File: config.mk
export PLATFORM = sky130hd
export DESIGN_NAME = mmio_uart_tx
export DESIGN_NICKNAME = d
export VERILOG_FILES = /design/src/rtl/uart_tx_pkg.sv /design/src/rtl/sync_fifo.sv /design/src/rtl/mmio_uart_tx.sv
export SDC_FILE = /design/constraint.sdc
export NUM_CORES = 1
export LEC_CHECK = 0
export ABC_AREA = 1
export CAP_MARGIN = 10
export CORE_ASPECT_RATIO = 2
export CORE_MARGIN = 5
export CORE_UTILIZATION = 35
export DETAILED_ROUTE_END_ITERATION = 8
export PLACE_DENSITY_LB_ADDON = 0.25
export SLEW_MARGIN = 20
export SYNTH_ARGS = -nofsm -noshare
export SYNTH_HDL_FRONTEND = slang
export SYNTH_HIERARCHICAL = 1
export SYNTH_SLANG_ARGS = --single-unit
File: constraint.sdc
create_clock -name clock -period 3.1 [get_ports clock]
set_input_delay 0.93 -clock clock [delete_from_list [all_inputs] [get_ports clock]]
set_output_delay 0.93 -clock clock [all_outputs]
set_load 0.01 [all_outputs]
File: src/rtl/uart_tx_pkg.sv
// rtl/uart_tx_pkg.sv - shared types and register map for mmio_uart_tx
package uart_tx_pkg;

  typedef enum logic [1:0] {
    ST_IDLE  = 2'd0,
    ST_START = 2'd1,
    ST_DATA  = 2'd2,
    ST_STOP  = 2'd3
  } tx_state_t;

  localparam logic [1:0] REG_TXDATA   = 2'd0;
  localparam logic [1:0] REG_STATUS   = 2'd1;
  localparam logic [1:0] REG_BAUD_DIV = 2'd2;
  localparam logic [1:0] REG_INTEN    = 2'd3;

  localparam int STAT_FULL      = 0;
  localparam int STAT_EMPTY     = 1;
  localparam int STAT_BUSY      = 2;
  localparam int STAT_OVF       = 3;
  localparam int STAT_COUNT_LSB = 8;

endpackage

File: src/rtl/sync_fifo.sv
// rtl/sync_fifo.sv - synchronous FIFO, combinational head read, pushes when full and pops when empty are ignored
module sync_fifo #(
  parameter int WIDTH = 8,
  parameter int DEPTH = 8
) (
  input  logic                     i_clock,
  input  logic                     i_reset,
  input  logic                     i_push,
  input  logic [WIDTH-1:0]         i_wdata,
  input  logic                     i_pop,
  output logic [WIDTH-1:0]         o_rdata,
  output logic                     o_full,
  output logic                     o_empty,
  output logic [$clog2(DEPTH):0]   o_count
);

  localparam int AW = $clog2(DEPTH);

  logic [WIDTH-1:0] r_mem [DEPTH];
  logic [AW-1:0]    r_wr_ptr;
  logic [AW-1:0]    r_rd_ptr;
  logic [AW:0]      r_count;
  logic             w_do_push;
  logic             w_do_pop;

  assign o_full    = (r_count == (AW+1)'(DEPTH));
  assign o_empty   = (r_count == '0);
  assign o_count   = r_count;
  assign o_rdata   = r_mem[r_rd_ptr];
  assign w_do_push = i_push && !o_full;
  assign w_do_pop  = i_pop && !o_empty;

  always_ff @(posedge i_clock) begin
    if (w_do_push) r_mem[r_wr_ptr] <= i_wdata;
  end

  // Pointers wrap naturally because DEPTH is a power of two.
  always_ff @(posedge i_clock) begin
    if (i_reset) begin
      r_wr_ptr <= '0;
      r_rd_ptr <= '0;
      r_count  <= '0;
    end else begin
      if (w_do_push) r_wr_ptr <= r_wr_ptr + 1'b1;
      if (w_do_pop)  r_rd_ptr <= r_rd_ptr + 1'b1;
      case ({w_do_push, w_do_pop})
        2'b10:   r_count <= r_count + 1'b1;
        2'b01:   r_count <= r_count - 1'b1;
        default: r_count <= r_count;
      endcase
    end
  end

endmodule

File: src/rtl/mmio_uart_tx.sv
// rtl/mmio_uart_tx.sv - memory-mapped 8N1 UART transmitter with TX FIFO; UART_TX_IRQ_EN adds irq and INTEN
module mmio_uart_tx
  import uart_tx_pkg::*;
#(
  parameter int          ADDR_WIDTH  = 2,
  parameter int          FIFO_DEPTH  = 8,
  parameter logic [15:0] DEFAULT_DIV = 16'd868
) (
  input  logic                  clock,
  input  logic                  reset,
  input  logic                  write_enable,
  input  logic                  read_enable,
  input  logic [3:0]            mem_mask_write,
  input  logic [ADDR_WIDTH-1:0] addr_write,
  input  logic [ADDR_WIDTH-1:0] addr_read,
  input  logic [31:0]           data_in,
  output logic [31:0]           data_out,
  output logic                  uart_tx
`ifdef UART_TX_IRQ_EN
  ,
  output logic                  irq
`endif
);

  localparam int CW = $clog2(FIFO_DEPTH) + 1;

  logic [15:0]   r_baud_div;
  logic          r_overflow;
  logic [31:0]   r_data_out;
  logic          r_uart_tx;
  tx_state_t     r_state;
  logic [15:0]   r_baud_cnt;
  logic [2:0]    r_bit_cnt;
  logic [7:0]    r_shift;

  logic          w_push_req, w_push, w_pop, w_full, w_empty;
  logic          w_ovf_set, w_ovf_clr;
  logic [CW-1:0] w_count;
  logic [7:0]    w_fifo_rdata;
  logic [15:0]   w_reload;
  logic [31:0]   w_status, w_rd_data, w_inten_rd;
  logic          w_unused;

  assign w_unused   = ^{data_in[31:16], mem_mask_write[3:2]};
  assign w_push_req = write_enable && (addr_write[1:0] == REG_TXDATA) && mem_mask_write[0];
  assign w_push     = w_push_req && !w_full;
  assign w_ovf_set  = w_push_req && w_full;
  assign w_ovf_clr  = write_enable && (addr_write[1:0] == REG_STATUS) && mem_mask_write[0]
                      && data_in[STAT_OVF];
  assign w_pop      = (r_state == ST_IDLE) && !w_empty;
  assign w_reload   = (r_baud_div == 16'd0) ? 16'd0 : (r_baud_div - 16'd1);

  sync_fifo #(.WIDTH(8), .DEPTH(FIFO_DEPTH)) u_fifo (
    .i_clock (clock),
    .i_reset (reset),
    .i_push  (w_push),
    .i_wdata (data_in[7:0]),
    .i_pop   (w_pop),
    .o_rdata (w_fifo_rdata),
    .o_full  (w_full),
    .o_empty (w_empty),
    .o_count (w_count)
  );

  always_ff @(posedge clock) begin
    if (reset) begin
      r_baud_div <= DEFAULT_DIV;
      r_overflow <= 1'b0;
    end else begin
      if (write_enable && (addr_write[1:0] == REG_BAUD_DIV)) begin
        if (mem_mask_write[0]) r_baud_div[7:0]  <= data_in[7:0];
        if (mem_mask_write[1]) r_baud_div[15:8] <= data_in[15:8];
      end
      if (w_ovf_set)      r_overflow <= 1'b1;
      else if (w_ovf_clr) r_overflow <= 1'b0;
    end
  end

  // baud_cnt is reloaded from the live register at every bit start.
  always_ff @(posedge clock) begin
    if (reset) begin
      r_state    <= ST_IDLE;
      r_baud_cnt <= 16'd0;
      r_bit_cnt  <= 3'd0;
      r_shift    <= 8'd0;
    end else begin
      case (r_state)
        ST_IDLE: if (!w_empty) begin
          r_shift    <= w_fifo_rdata;
          r_bit_cnt  <= 3'd0;
          r_baud_cnt <= w_reload;
          r_state    <= ST_START;
        end
        ST_START: if (r_baud_cnt == 16'd0) begin
          r_baud_cnt <= w_reload;
          r_bit_cnt  <= 3'd0;
          r_state    <= ST_DATA;
        end else r_baud_cnt <= r_baud_cnt - 16'd1;
        ST_DATA: if (r_baud_cnt == 16'd0) begin
          r_baud_cnt <= w_reload;
          r_shift    <= r_shift >> 1;
          r_bit_cnt  <= r_bit_cnt + 3'd1;
          if (r_bit_cnt == 3'd7) r_state <= ST_STOP;
        end else r_baud_cnt <= r_baud_cnt - 16'd1;
        ST_STOP: if (r_baud_cnt == 16'd0) r_state <= ST_IDLE;
          else r_baud_cnt <= r_baud_cnt - 16'd1;
        default: r_state <= ST_IDLE;
      endcase
    end
  end

  always_ff @(posedge clock) begin
    if (reset) r_uart_tx <= 1'b1;
    else begin
      case (r_state)
        ST_START: r_uart_tx <= 1'b0;
        ST_DATA:  r_uart_tx <= r_shift[0];
        default:  r_uart_tx <= 1'b1;
      endcase
    end
  end

`ifdef UART_TX_IRQ_EN
  logic r_inten;
  logic r_irq;

  always_ff @(posedge clock) begin
    if (reset) begin
      r_inten <= 1'b0;
      r_irq   <= 1'b0;
    end else begin
      if (write_enable && (addr_write[1:0] == REG_INTEN) && mem_mask_write[0])
        r_inten <= data_in[0];
      r_irq <= r_inten && w_empty && (r_state == ST_IDLE);
    end
  end

  assign irq        = r_irq;
  assign w_inten_rd = {31'd0, r_inten};
`else
  assign w_inten_rd = 32'd0;
`endif

  always_comb begin
    w_status                       = 32'd0;
    w_status[STAT_FULL]            = w_full;
    w_status[STAT_EMPTY]           = w_empty;
    w_status[STAT_BUSY]            = (r_state != ST_IDLE);
    w_status[STAT_OVF]             = r_overflow;
    w_status[STAT_COUNT_LSB +: CW] = w_count;
  end

  always_comb begin
    w_rd_data = 32'd0;
    case (addr_read[1:0])
      REG_STATUS:   w_rd_data = w_status;
      REG_BAUD_DIV: w_rd_data = {16'd0, r_baud_div};
      REG_INTEN:    w_rd_data = w_inten_rd;
      default:      w_rd_data = 32'd0;
    endcase
  end

  always_ff @(posedge clock) begin
    if (reset)            r_data_out <= 32'd0;
    else if (read_enable) r_data_out <= w_rd_data;
  end

  assign data_out = r_data_out;
  assign uart_tx  = r_uart_tx;

endmodule

=== Word-level counts from Yosys, hierarchy flattened ===
Memories as Yosys holds them, arrays and structs flattened. A register that Yosys moved wholly into a read port is not among the register bits.
Index checks and enable logic that the tools add are counted.
Widths: inputs -> output; s select.

* Input port bits: 44
* Memories: 1
* Bits in writable memories: 64
* Flip-flop bits (word level): 89
* Output and inout port bits: 33
* Logic and storage cells: 94

{| class="wikitable"
|+ Memories
! name !! words !! bits a word !! rd ports !! clocked after Yosys merged registers in !! write ports !! line !! text
|-
| u_fifo.r_mem || 8 || 8 || 1 || 1 || 1 || sync_fifo.sv:19 || <nowiki>logic [WIDTH-1:0] r_mem [DEPTH];</nowiki>
|}

* Add/sub/neg operators: 7
* Reductions and logical operators: 30
* Muxes and demuxes: 27
* Equal/unequal tests: 17

{| class="wikitable"
|+ Operator list
! operator !! number
|-
| $mux 16 || 4
|-
| $pmux 16 s3 || 1
|-
| $logic_not 16->1 || 2
|-
| $pmux 16 s2 || 1
|-
| $sub 16x1->16 const B || 2
|-
| $mux 8 || 2
|-
| $pmux 8 s2 || 1
|-
| $mux 3 || 5
|-
| $ne 2x2->1 const B || 6
|-
| $logic_and 1x1->1 || 11
|-
| $eq 2x2->1 const B || 5
|-
| $mux 2 || 5
|-
| $add 3x1->3 const B || 3
|-
| $pmux 3 s3 || 1
|-
| $eq 2x1->1 const B || 4
|-
| $pmux 2 s4 || 1
|-
| $pmux 4 s2 || 1
|-
| $reduce_bool 2->1 || 4
|-
| $reduce_and 2->1 || 3
|-
| $reduce_and 5->1 || 1
|-
| $add 4x1->4 const B || 1
|-
| $eq 4x4->1 const B || 1
|-
| $logic_not 2->1 || 2
|-
| $logic_not 4->1 || 1
|-
| 9 further kinds || 13
|}

=== Longest topological paths before layout ===
* Word-level depth: 7
* Depth in mapped cells: 16
* Gate-level depth less buffers: 16

=== Cells and area by module ===
Netlist, hierarchy kept.

{| class="wikitable"
|+ Modules (own cells, without submodules)
! module !! area an instance (µm²) !! instances !! cells each !! sequential area each (µm²)
|-
| mmio_uart_tx || 3712.3 || 1 || 559 || 1261.2
|-
| sync_fifo || 3218.1 || 1 || 276 || 2182.1
|}

=== Worst setup path after synthesis ===
Ideal clock, no wire load.

* Path kind: input to register
* Start: in addr_write[1]
* End: reg u_fifo.r_count[2], in the netlist u_fifo/o_count[2]
* Data arrival time: 2.403 ns
* Setup time: 0.115 ns
* Buffers on the path: 0
* Setup slack: 0.582 ns
* Data required time: 2.985 ns
* Stages on the path: 11
* Path through: nor4_1 -> nand2_2 -> ha_1 -> nand2_1 -> inv_1 -> nor2_1 -> ha_1 -> a21oi_1 -> xnor2_1 -> o21ai_0 -> inv_1

* Cells in the longest elaborated chain, start to end: 7
* Elaborated cells between the ends (all ways): 9
* Those cells by class: eq/ne: 2; mux: 1; reduce/logical: 6

{| class="wikitable"
|+ Ends and longest elaborated chain
! element !! line !! text
|-
| start: declaration || mmio_uart_tx.sv:14 || <nowiki>input logic [ADDR_WIDTH-1:0] addr_write,</nowiki>
|-
| $logic_not 2->1 * || mmio_uart_tx.sv:45 || <nowiki>assign w_push_req = write_enable && (addr_write[1:0] == REG_TXDATA) && mem_mask_write[0];</nowiki>
|-
| $logic_and 1x1->1 * (2 in series) || mmio_uart_tx.sv:45 ||
|-
| $logic_and 1x1->1 * || mmio_uart_tx.sv:46 || <nowiki>assign w_push = w_push_req && !w_full;</nowiki>
|-
| $logic_and 1x1->1 * || sync_fifo.sv:30 || <nowiki>assign w_do_push = i_push && !o_full;</nowiki>
|-
| $eq 2x1->1 / $eq 2x2->1 (equally long branches) || sync_fifo.sv:46 || <nowiki>case ({w_do_push, w_do_pop})</nowiki>
|-
| $pmux 4 s2 / $reduce_bool 2->1 (equally long branches) || n/a ||
|-
| end signal: assignment || sync_fifo.sv:47 || <nowiki>2'b10: r_count <= r_count + 1'b1;</nowiki>
|-
| end signal: assignment || sync_fifo.sv:48 || <nowiki>2'b01: r_count <= r_count - 1'b1;</nowiki>
|-
| end signal: assignment || sync_fifo.sv:49 || <nowiki>default: r_count <= r_count;</nowiki>
|-
| end: declaration || sync_fifo.sv:22 || <nowiki>logic [AW:0] r_count;</nowiki>
|}

Every way passes the cells marked *; elsewhere a longest branch is shown, timed or not.
A chain may end at the register's enable or synchronous reset.

=== Worst setup path after layout ===
* Start: in write_enable
* End: reg u_fifo.r_count[2], in the netlist u_fifo/o_count[2]

* Cells in the longest elaborated chain, start to end: 6
* Elaborated cells between the ends (all ways): 8
* Those cells by class: eq/ne: 2; mux: 1; reduce/logical: 5

{| class="wikitable"
|+ Ends and longest elaborated chain
! element !! line !! text
|-
| start: declaration || mmio_uart_tx.sv:11 || <nowiki>input logic write_enable,</nowiki>
|-
| $logic_and 1x1->1 * (2 in series) || mmio_uart_tx.sv:45 ||
|-
| $logic_and 1x1->1 * || mmio_uart_tx.sv:46 ||
|-
| net w_push || mmio_uart_tx.sv:36 || <nowiki>logic w_push_req, w_push, w_pop, w_full, w_empty;</nowiki>
|-
| $logic_and 1x1->1 * || sync_fifo.sv:30 ||
|-
| $eq 2x1->1 / $eq 2x2->1 (equally long branches) || sync_fifo.sv:46 ||
|-
| $pmux 4 s2 / $reduce_bool 2->1 (equally long branches) || n/a ||
|}

Mark *: on every way through the listed nets, which the timed path passes. The rest lies on a longest branch.

==> flow_metrics.tcl <==
set metrics [dict create \
    grt_max_degree 49 \
    syn_to_final_growth_pct 18.6 \
    max_freq_mhz 379 \
    clockBufferDepth 2 \
    hold_class "flip-flop to flip-flop" \
    p_sw_w 0.00261 \
    period_minus_slack_ns 2.64 \
    synth_warnings 6 \
    seqPwrFrac_pct 33.5 \
    io_buffers 42 \
    cts_made_buffers 17 \
    core_area_um2 19700 \
    cts-root-buf "clkbuf_16" \
    critPathArrivalTime_ns 2.95 \
    die_h_um 209 \
    die-width_um 110 \
    start_util_pct 35.1 \
    dp_hpwl_mm 13.3 \
    fin_skew_ns 0.00697 \
    drv_slew 0 \
    clock_latency_ns 0.42 \
    ctsHoldBuffers 0 \
    grt_first_pass_wirelength_mm 28.4 \
    nets 949 \
    routabilityCongestion 0.858 \
    min_period_over_period_pct 85.2 \
    drtAntennaViolNets 0 \
    ir_drop_uv 594 \
    setup-violations-final 0 \
    synthFlopType "dfxtp_1" \
    rsz0062_at_grt "no" \
    hold_viol 0 \
    p_leak_nw 3.34 \
    internal_power_w 0.00428 \
    wl_per_cell_um 15.5 \
    viasPerCell 4.77 \
    fin_ws_ns 0.460 \
    cts.sinks 140 \
    vias 5548 \
    combPwrFrac_pct 35.3 \
    synth-seq-cells 140 \
    cts_tree "yes" \
    grt_overflow 0 \
    clkTransAtPathRegs_ns 0.06 \
    layout-drive-gt1-share_pct 8.76 \
    cp_max_fo 3 \
    synthesis.area_um2 6930 \
    htree_levels 4 \
    p_per_area_nw_per_um2 838 \
    pre_cts_ws_ns 0.0321 \
    ys_types 41 \
    postSynthAreaPerCell_um2 8.30 \
    die_area_um2 22900 \
    worst_slew_pin_slew_ns 0.787 \
    globalRouteTotalUtil_pct 16.5 \
    diodes 0 \
    drt_pass1_iterations 5 \
    ios 77 \
    critical_path_required_ns 3.41 \
    ctsResizeCount 0 \
    grt_antenna_before_repair 0 \
    ys_seq_area_share_pct 49.7 \
    swShare_pct 37.8 \
    post_cts_buffers 0 \
    maxSlewHeadroom_pct 47.5 \
    outcome "complete, no violations" \
    num_rows 73 \
    drtIter0Drc 237 \
    grt_pass1_vias 5408 \
    critical_path.endpoint_type "flip-flop" \
    worstSetupStartpointType "input pin" \
    path_class "input pin to flip-flop" \
    ys_async_sr_fraction_pct 0 \
    max_cap_viol_count 0 \
    routed_wl_mm 18.0 \
    pwr-share-clk_pct 31.2 \
    synth_edf_count 64 \
    holdWs_ns 0.464 \
    drc 0 \
    synthCells 835 \
    total_power_w 0.00689 \
]
-- cells by family (layout without fill, tap and decap cells) --
kind of cell               Yosys count  count (layout)  share of synthesized area (%)
adders and majority gates           16              16                           2.89
muxes                                8               8                           1.16
DFF                                140             140                           49.7
buffers and inverters              133             185                           9.12
AOI/OAI and AO/OA                  150             150                           11.6
xor gates and xnor gates            25              25                           3.16
and+or+nand+nor                    362             362                           22.4
other                                1              16                         0.0541
-- power by group through the flow --
stage               clock network (W)  logic (W)  registers [W]
global route                  0.00227    0.00278        0.00233
finish                        0.00215    0.00243        0.00231
CTS                           0.00219    0.00245        0.00231
floorplan                           0    0.00190        0.00231
global placement                    0    0.00242        0.00235
detailed placement                  0    0.00244        0.00235
-- worst max-delay path, stage by stage --
cell and delay [ns]:
clkdlybuf4s50_1 0.48, nand2_1 0.08, nor4_1 0.23, buf_4 0.18
nand2_2 0.05, ha_1 0.22, nand2_1 0.07, inv_1 0.04
nor2_1 0.12, ha_1 0.16, a21oi_1 0.05, xnor2_1 0.14
o21ai_0 0.15, inv_1 0.05
-- metal layers --
metal  wire [um]  GRT usage (%)  share of wire, %  up-vias
li1            -              -                 -     2821
met1        6290           16.0                35     2569
met2       10300           31.5                57      115
met3         520           2.63               2.9       43
met4         891           9.64               4.9        0
met5           0              0                 0        -
-- area by class of cell --
| class | instances | area (um^2) |
|---|---|---|
| Timing Repair Buffer | 64 | 581 |
| Sequential cell | 140 | 3440 |
| Inverter | 89 | 334 |
| Clock inverter | 14 | 184 |
| Fill cell | 2030 | 11500 |
| Multi-Input combinational cell | 577 | 2910 |
| Clock buffer | 18 | 439 |
| Tap cell | 262 | 328 |
-- layout by cell type (no fill, tap or decap), types with 5 or more instances in the layout --
| cell | instances |
|---|---|
| nand2_1 | 169 |
| nor2_1 | 97 |
| inv_1 | 83 |
| dfxtp_1 | 76 |
| edfxtp_1 | 64 |
| a21oi_1 | 62 |
| nand3_1 | 59 |
| o21ai_0 | 57 |
| clkdlybuf4s50_1 | 41 |
| xor2_1 | 23 |
| buf_4 | 22 |
| o21ai_1 | 17 |
| clkbuf_16 | 17 |
| ha_1 | 16 |
| conb_1 | 16 |
| nand4_1 | 8 |
| mux2i_1 | 8 |
| o22ai_1 | 8 |
| nor2_2 | 7 |
| nor3_1 | 6 |
| nand2_2 | 5 |
-- metrics by stage --
step	instances	utilization [%]	instance area [um^2]	setup TNS, ns
finish	1164	41.7	8220	0
global route	1164	41.7	8220	0
CTS	1164	41.7	8220	0
detailed placement	1132	38.5	7600	0
global placement	1132	38.5	7600	-0.00458
floorplan	850	-	6990	0
-- synthesized netlist by cell type, types with 2 or more instances --
master / instances / share of area, %
inv_1: 83 / 4.5
xor2_1: 23 / 2.9
mux2i_1: 8 / 1.2
nand3_1: 59 / 4.3
xnor2_1: 2 / 0.25
buf_2: 4 / 0.29
nand4_1: 8 / 0.72
nand2_2: 5 / 0.45
a211oi_1: 2 / 0.22
nand3_2: 2 / 0.29
o21ai_4: 2 / 0.47
clkinv_1: 2 / 0.11
ha_1: 16 / 2.9
nand2_1: 169 / 9.2
edfxtp_1: 64 / 28
buf_4: 17 / 1.8
a21oi_1: 62 / 4.5
clkbuf_1: 13 / 0.70
nor2_2: 7 / 0.63
o22ai_1: 8 / 0.72
nor3_1: 6 / 0.43
dfxtp_1: 76 / 22
inv_2: 4 / 0.22
o21ai_0: 57 / 4.1
nor2_1: 97 / 5.3
buf_6: 8 / 1.3
o21ai_1: 17 / 1.2
-- worst paths after layout --
| path | depth (start not counted) | startpoint | endpoint | slack (ns) |
|---|---|---|---|---|
| hold / removal | 2 | data_out[8]$_SDFFE_PP0P_ | data_out[8]$_SDFFE_PP0P_ | 0.46 |
| setup / recovery | 14 | write_enable | u_fifo/o_count[2]$_SDFFE_PP0P_ | 0.46 |
| hold reg to reg | 2 | data_out[8]$_SDFFE_PP0P_ | data_out[8]$_SDFFE_PP0P_ | 0.46 |
| setup reg to reg | 15 | u_fifo/o_count[1]$_SDFFE_PP0P_ | u_fifo/o_count[2]$_SDFFE_PP0P_ | 0.69 |
-- registers in the layout, indices dropped and copies added (netlist names), 3 cells and up, named ones only --
| register | flops |
|---|---|
| u_fifo/r_mem | 64 |
| data_out | 16 |
| r_baud_cnt | 16 |
| r_baud_div | 16 |
| r_shift | 8 |
| u_fifo/o_count | 4 |
| r_bit_cnt | 3 |
| u_fifo/r_rd_ptr | 3 |
| u_fifo/r_wr_ptr | 3 |
Note: power is estimated with default switching activity, not from simulation.
